==> config.mk <==
export PLATFORM = sky130hd
export DESIGN_NAME = life_col_scan
export DESIGN_NICKNAME = d
export VERILOG_FILES = /design/src/rtl/life_pkg.sv /design/src/rtl/life_scan_idx.sv /design/src/rtl/life_col_scan.sv
export SDC_FILE = /design/constraint.sdc
export NUM_CORES = 1
export LEC_CHECK = 0
export ABC_AREA = 1
export CAP_MARGIN = 10
export CORE_AREA = 2 2 58 60
export CTS_BUF_LIST = sky130_fd_sc_hd__clkbuf_16
export DETAILED_ROUTE_END_ITERATION = 8
export DIE_AREA = 0 0 60 62
export DONT_BUFFER_PORTS = 1
export PLACE_DENSITY = 0.89
export SLEW_MARGIN = 40
export SYNTH_ARGS = -nofsm -noshare
export SYNTH_HDL_FRONTEND = slang
export SYNTH_HIERARCHICAL = 1
export SYNTH_SLANG_ARGS = --single-unit
==> constraint.sdc <==
create_clock -name clk -period 5.06 [get_ports clk]
set_input_delay 1.518 -clock clk [delete_from_list [all_inputs] [get_ports clk]]
set_output_delay 1.518 -clock clk [all_outputs]
set_load 0.1 [all_outputs]
==> src/rtl/life_pkg.sv <==
// Shared types and width helpers for the Life column scanner.
package life_pkg;

  typedef enum logic [1:0] {
    IDLE,
    STEP,
    CAPTURE,
    SCAN
  } scan_state_t;

  // Column index width; a single column still needs one bit of index.
  function automatic int col_w(input int cols);
    return (cols > 1) ? $clog2(cols) : 1;
  endfunction

  // Row index width.
  function automatic int row_w(input int rows);
    return (rows > 1) ? $clog2(rows) : 1;
  endfunction

  // Width of a flat cell index into a COLS*ROWS vector.
  function automatic int idx_w(input int cols, input int rows);
    return (cols * rows > 1) ? $clog2(cols * rows) : 1;
  endfunction

  // Width needed to count every cell, including the all-alive case.
  function automatic int cnt_w(input int cols, input int rows);
    return $clog2(cols * rows + 1);
  endfunction

endpackage

==> src/rtl/life_scan_idx.sv <==
// Column-major cell counter: row advances first, wraps, then column advances.
module life_scan_idx
  import life_pkg::*;
#(
  parameter int COLS = 4,
  parameter int ROWS = 4,
  localparam int CW = col_w(COLS),
  localparam int RW = row_w(ROWS)
) (
  input  logic          clk,
  input  logic          reset,
  input  logic          clear,
  input  logic          advance,
  output logic [CW-1:0] col,
  output logic [RW-1:0] row,
  output logic          last
);

  logic row_wrap;
  logic col_wrap;

  // Wrap points of each counter.
  always_comb begin
    row_wrap = (row == RW'(ROWS - 1));
    col_wrap = (col == CW'(COLS - 1));
    last     = row_wrap && col_wrap;
  end

  // Counter update; clear has priority so a fresh scan always starts at cell 0.
  always_ff @(posedge clk or negedge reset) begin
    if (!reset) begin
      col <= '0;
      row <= '0;
    end else if (clear) begin
      col <= '0;
      row <= '0;
    end else if (advance) begin
      if (row_wrap) begin
        row <= '0;
        col <= col_wrap ? '0 : col + CW'(1);
      end else begin
        row <= row + RW'(1);
      end
    end
  end

endmodule

==> src/rtl/life_col_scan.sv <==
// Life array sequencer: single-cycle generation steps and snapshot scans
// streamed out one cell per valid/ready beat. Reset is asynchronous, active-low.
// Optional live-cell counter on pop_count when LIFE_SCAN_POP_EN is defined.
module life_col_scan
  import life_pkg::*;
#(
  parameter int COLS = 4,
  parameter int ROWS = 4,
  localparam int N  = COLS * ROWS,
  localparam int CW = col_w(COLS),
  localparam int RW = row_w(ROWS),
  localparam int IW = idx_w(COLS, ROWS),
  localparam int NW = cnt_w(COLS, ROWS)
) (
  input  logic          clk,
  input  logic          reset,
  input  logic [N-1:0]  alive_cols,
  input  logic [N-1:0]  alive_prev_cols,
  input  logic          step_req,
  input  logic          scan_req,
  output logic          array_enable,
  output logic          busy,
  output logic          out_valid,
  input  logic          out_ready,
  output logic          out_alive,
  output logic          out_changed,
  output logic [CW-1:0] out_col,
  output logic [RW-1:0] out_row,
  output logic          out_last,
  output logic          done
`ifdef LIFE_SCAN_POP_EN
  ,
  output logic [NW-1:0] pop_count
`endif
);

  scan_state_t state;
  scan_state_t state_next;

  logic [N-1:0]  shadow_alive;
  logic [N-1:0]  shadow_prev;
  logic [CW-1:0] idx_col;
  logic [RW-1:0] idx_row;
  logic          idx_last;
  logic [IW-1:0] cell_idx;
  logic          in_scan;
  logic          beat_accept;
  logic          last_accept;
  logic          cell_alive;

  life_scan_idx #(
    .COLS (COLS),
    .ROWS (ROWS)
  ) u_idx (
    .clk     (clk),
    .reset   (reset),
    .clear   (state == CAPTURE),
    .advance (beat_accept),
    .col     (idx_col),
    .row     (idx_row),
    .last    (idx_last)
  );

  // State register.
  always_ff @(posedge clk or negedge reset) begin
    if (!reset) begin
      state <= IDLE;
    end else begin
      state <= state_next;
    end
  end

  // Next-state logic; requests outside IDLE are dropped and scan beats step.
  always_comb begin
    state_next = state;
    case (state)
      IDLE: begin
        if (scan_req) begin
          state_next = CAPTURE;
        end else if (step_req) begin
          state_next = STEP;
        end
      end
      STEP:    state_next = IDLE;
      CAPTURE: state_next = SCAN;
      SCAN: begin
        if (last_accept) begin
          state_next = IDLE;
        end
      end
      default: state_next = IDLE;
    endcase
  end

  // Handshake decode and the snapshot cell selected by the counters.
  always_comb begin
    in_scan     = (state == SCAN);
    beat_accept = in_scan && out_ready;
    last_accept = beat_accept && idx_last;
    cell_idx    = IW'(idx_col) * IW'(ROWS) + IW'(idx_row);
    cell_alive  = shadow_alive[cell_idx];
  end

  // Output stream is driven only during SCAN so everything reads 0 otherwise.
  always_comb begin
    array_enable = (state == STEP);
    busy         = (state != IDLE);
    out_valid    = in_scan;
    out_alive    = in_scan && cell_alive;
    out_changed  = in_scan && (cell_alive ^ shadow_prev[cell_idx]);
    out_col      = in_scan ? idx_col : '0;
    out_row      = in_scan ? idx_row : '0;
    out_last     = in_scan && idx_last;
  end

  // Snapshot both generations in CAPTURE so later array changes cannot leak in.
  always_ff @(posedge clk or negedge reset) begin
    if (!reset) begin
      shadow_alive <= '0;
      shadow_prev  <= '0;
    end else if (state == CAPTURE) begin
      shadow_alive <= alive_cols;
      shadow_prev  <= alive_prev_cols;
    end
  end

  // Completion pulse in the cycle after the final beat is taken.
  always_ff @(posedge clk or negedge reset) begin
    if (!reset) begin
      done <= 1'b0;
    end else begin
      done <= last_accept;
    end
  end

`ifdef LIFE_SCAN_POP_EN
  // Live-cell tally over accepted beats; holds after the scan until the next capture.
  always_ff @(posedge clk or negedge reset) begin
    if (!reset) begin
      pop_count <= '0;
    end else if (state == CAPTURE) begin
      pop_count <= '0;
    end else if (beat_accept && cell_alive) begin
      pop_count <= pop_count + NW'(1);
    end
  end
`endif

endmodule
==> impl_metrics.env <==
export IMPL_status="completed"
export IMPL_grt_ovfl_total=0
export IMPL_fin_area_um2=2220
export IMPL_timing_rr_start="state[1]$_DFFE_PN0P_"
export IMPL_cts_buffers_inserted=5
export IMPL_critPathSlowestCell="dfrtp_1"
export IMPL_top_usage_layer="met2"
export IMPL_yosysSeqAreaShare_pct=49.1
export IMPL_crit_chain="inv_2 -> nand2_1 -> nand3_1 -> nand3_1 -> nand3_1 -> nand2_2 -> inv_2 -> nand2_2 -> nand2_2 -> nor2_2 -> buf_4"
export IMPL_synth_cell_types=20
export IMPL_tightest_slew_ps=878
export IMPL_worstPathArrival_ps=2300
export IMPL_required_ps=3540
export IMPL_diodes=0
export IMPL_syn_inst=264
export IMPL_wire_per_inst_um=12.3
export IMPL_hold_class="flip-flop to flip-flop"
export IMPL_dpl_instance_area_um2=2060
export IMPL_synthTopCellsByCount="89 x nand2_1, 39 x dfrtp_1, 32 x o21ai_1, 28 x inv_1, 26 x nand3_1"
export IMPL_die_area_um2=3720
export IMPL_hold_viol_final=0
export IMPL_cts_sinks=39
export IMPL_min_period_over_period_pct=75.4
export IMPL_drtPass1Iterations=4
export IMPL_relSlewSlack_pct=41.5
export IMPL_p_comb_share_pct=49.0
export IMPL_use_met1_pct=27.0
export IMPL_avgSynthCellArea_um2=7.52
export IMPL_grt_setup_unrepaired="false"
export IMPL_cts_resized=0
export IMPL_mappedNetlistNets=303
export IMPL_yosys_area_top_type="dfrtp_1"
export IMPL_worst_hold_path_endpoint="shadow_alive[11]$_DFFE_PN0P_"
export IMPL_dieHeight_um=62
export IMPL_synthTopCellsByArea="dfrtp_1 49%, nand2_1 17%, o21ai_1 8.1%"
export IMPL_cts_setup_buffers=0
export IMPL_async_flop_share_pct=100
export IMPL_gr_usage_met2_pct=37.9
export IMPL_clkPwrFrac_pct=19.7
export IMPL_critPathMaxFanout=26
export IMPL_report_final_slew_viol_count=0
export IMPL_fin_crit_ps=3820
export IMPL_cts_tree="built"
export IMPL_die_w_um=60
export IMPL_rr_worst_depth=6
export IMPL_layout_drive_gt1_share_pct=14.3
export IMPL_critPathMaxStageDelay_ps=790
export IMPL_gp_congestion=0.897
export IMPL_fin_worst_skew_ps=5.12
export IMPL_final_nets=304
export IMPL_drc_errors=0
export IMPL_first_iter_violations=80
export IMPL_antenna_left=0
export IMPL_ff2ff_setup_slack_ps=3200
export IMPL_synth_edff_count=0
export IMPL_gr_usage_met3_pct=10.1
export IMPL_ctsHoldBuffers=0
export IMPL_routed_via_density=5.15
export IMPL_grtUsageTotal_pct=23.7
export IMPL_start_util_pct=62.5
export IMPL_timing_rr_end="u_idx/col[0]$_DFFE_PN0P_"
export IMPL_min_from="shadow_alive[11]$_DFFE_PN0P_"
export IMPL_antenna_found_initial=0
export IMPL_ys_ff_latch=39
export IMPL_p_switching_uw=831
export IMPL_leakage_uw=0.00111
export IMPL_power_density_nw_per_um2=792
export IMPL_fin_util_pct=69.8
export IMPL_tns_ps=0
export IMPL_portBuffers=0
export IMPL_grt_max_degree=40
export IMPL_row_count=21
export IMPL_pin_count=48
export IMPL_yosysTopAreaCellShare_pct=49.1
export IMPL_total_power_uw=1760
export IMPL_h_tree_depth=2
export IMPL_end_kind="primary output"
export IMPL_instances_no_fill=312
export IMPL_ir_drop_mv=0.584
export IMPL_criticalPathCategory="flip-flop to primary output"
export IMPL_wirelength_um=3850
export IMPL_critical_path_n_buffers_inverters=3
export IMPL_numPlacedInstances=304
export IMPL_holdPathStages=2
export IMPL_drv_cap=0
export IMPL_grt_pass1_wl_um=6220
export IMPL_power_frac_seq_pct=31.3
export IMPL_startpoint="u_idx/row[0]$_DFFE_PN0P_"
export IMPL_cts_root_buf="clkbuf_16"
export IMPL_fmax_mhz=262
export IMPL_internal_power_uw=926
export IMPL_path_clk_slew_ps=60
export IMPL_synth_ff_type="dfrtp_1"
export IMPL_setup_violations=0
export IMPL_switching_share_pct=47.3
export IMPL_coreArea_um2=3180
export IMPL_crit_family="flip-flops"
export IMPL_syn_area_um2=1990
export IMPL_clockBufferDepth=2
export IMPL_vias=1608
export IMPL_clock_latency_ps=280
export IMPL_synthToLayoutAreaGrowth_pct=11.8
export IMPL_synth_warnings=6
export IMPL_yosysMostFrequentCell="nand2_1"
export IMPL_critPathLaunchType="flip-flop"
export IMPL_dp_final_hpwl_um=2800
export IMPL_grt_pass1_vias=1502
==> metrics by stage <==
step                setup WS, ps  hold WS (ps)
floorplan                   1270           442
global placement            1590           463
detailed placement          1550           466
CTS                         1240           479
global route                 932           511
finish                      1240           478
==> final cells by class <==
class	count	area, um^2
sequential	39	976
fill	259	960
multi-input combinational	175	823
inverter	40	169
clock buffer	5	125
tap	46	57.6
clock inverter	3	38.8
timing repair buffer	4	30.0
==> power groups by stage <==
stage                     Clock [uW]  Sequential, uW  Combinational, uW
after floorplan                    0             515                752
after global placement             0             549                821
after detailed placement           0             555                861
after CTS                        354             551                865
after global routing             371             570                973
final                            346             550                861
==> worst max-delay path by stage <==
stage | depth (start not counted) | to
6_report | 11 | out_changed
5_1_grt | 11 | out_changed
4_1_cts | 11 | out_changed
3_5_place_dp | 11 | out_changed
3_3_place_gp | 11 | out_changed
2_1_floorplan | 8 | out_alive
==> layer usage <==
layer	wire length, um	vias to the layer above
met1	1650	728
met2	1830	48
met3	280	9
li1	-	823
met5	0	-
met4	91	0
==> worst min-delay path, stage by stage, from the launching register on <==
cell and delay, ps:
dfrtp_1 340, nand2_1 60, nand2_1 50
==> cell families (layout without fill, tap and decap cells) <==
family	after synthesis	in the layout	synth area share, %
compound gates	35	35	8.82
flops	39	39	49.1
fa+ha+maj	2	2	1.26
buf+inv	50	52	11.9
simple gates	138	138	28.9
==> flip-flops by register name (all words and copies together) (netlist names) <==
name	count
shadow_alive	16
shadow_prev	16
state	2
u_idx/col	2
u_idx/row	2
done	1
==> cell usage in the layout (no fill, tap or decap), drive strengths merged <==
master,synthesis,final
a21oi,1,1
buf,7,4
bufinv,1,2
clkbuf,3,5
clkinv,1,3
dfrtp,39,39
ha,2,2
inv,38,38
nand2,94,94
nand3,26,26
nand4,1,1
nor2,15,15
nor3,2,2
o21ai,34,34
(Power assumes the default switching activity.)
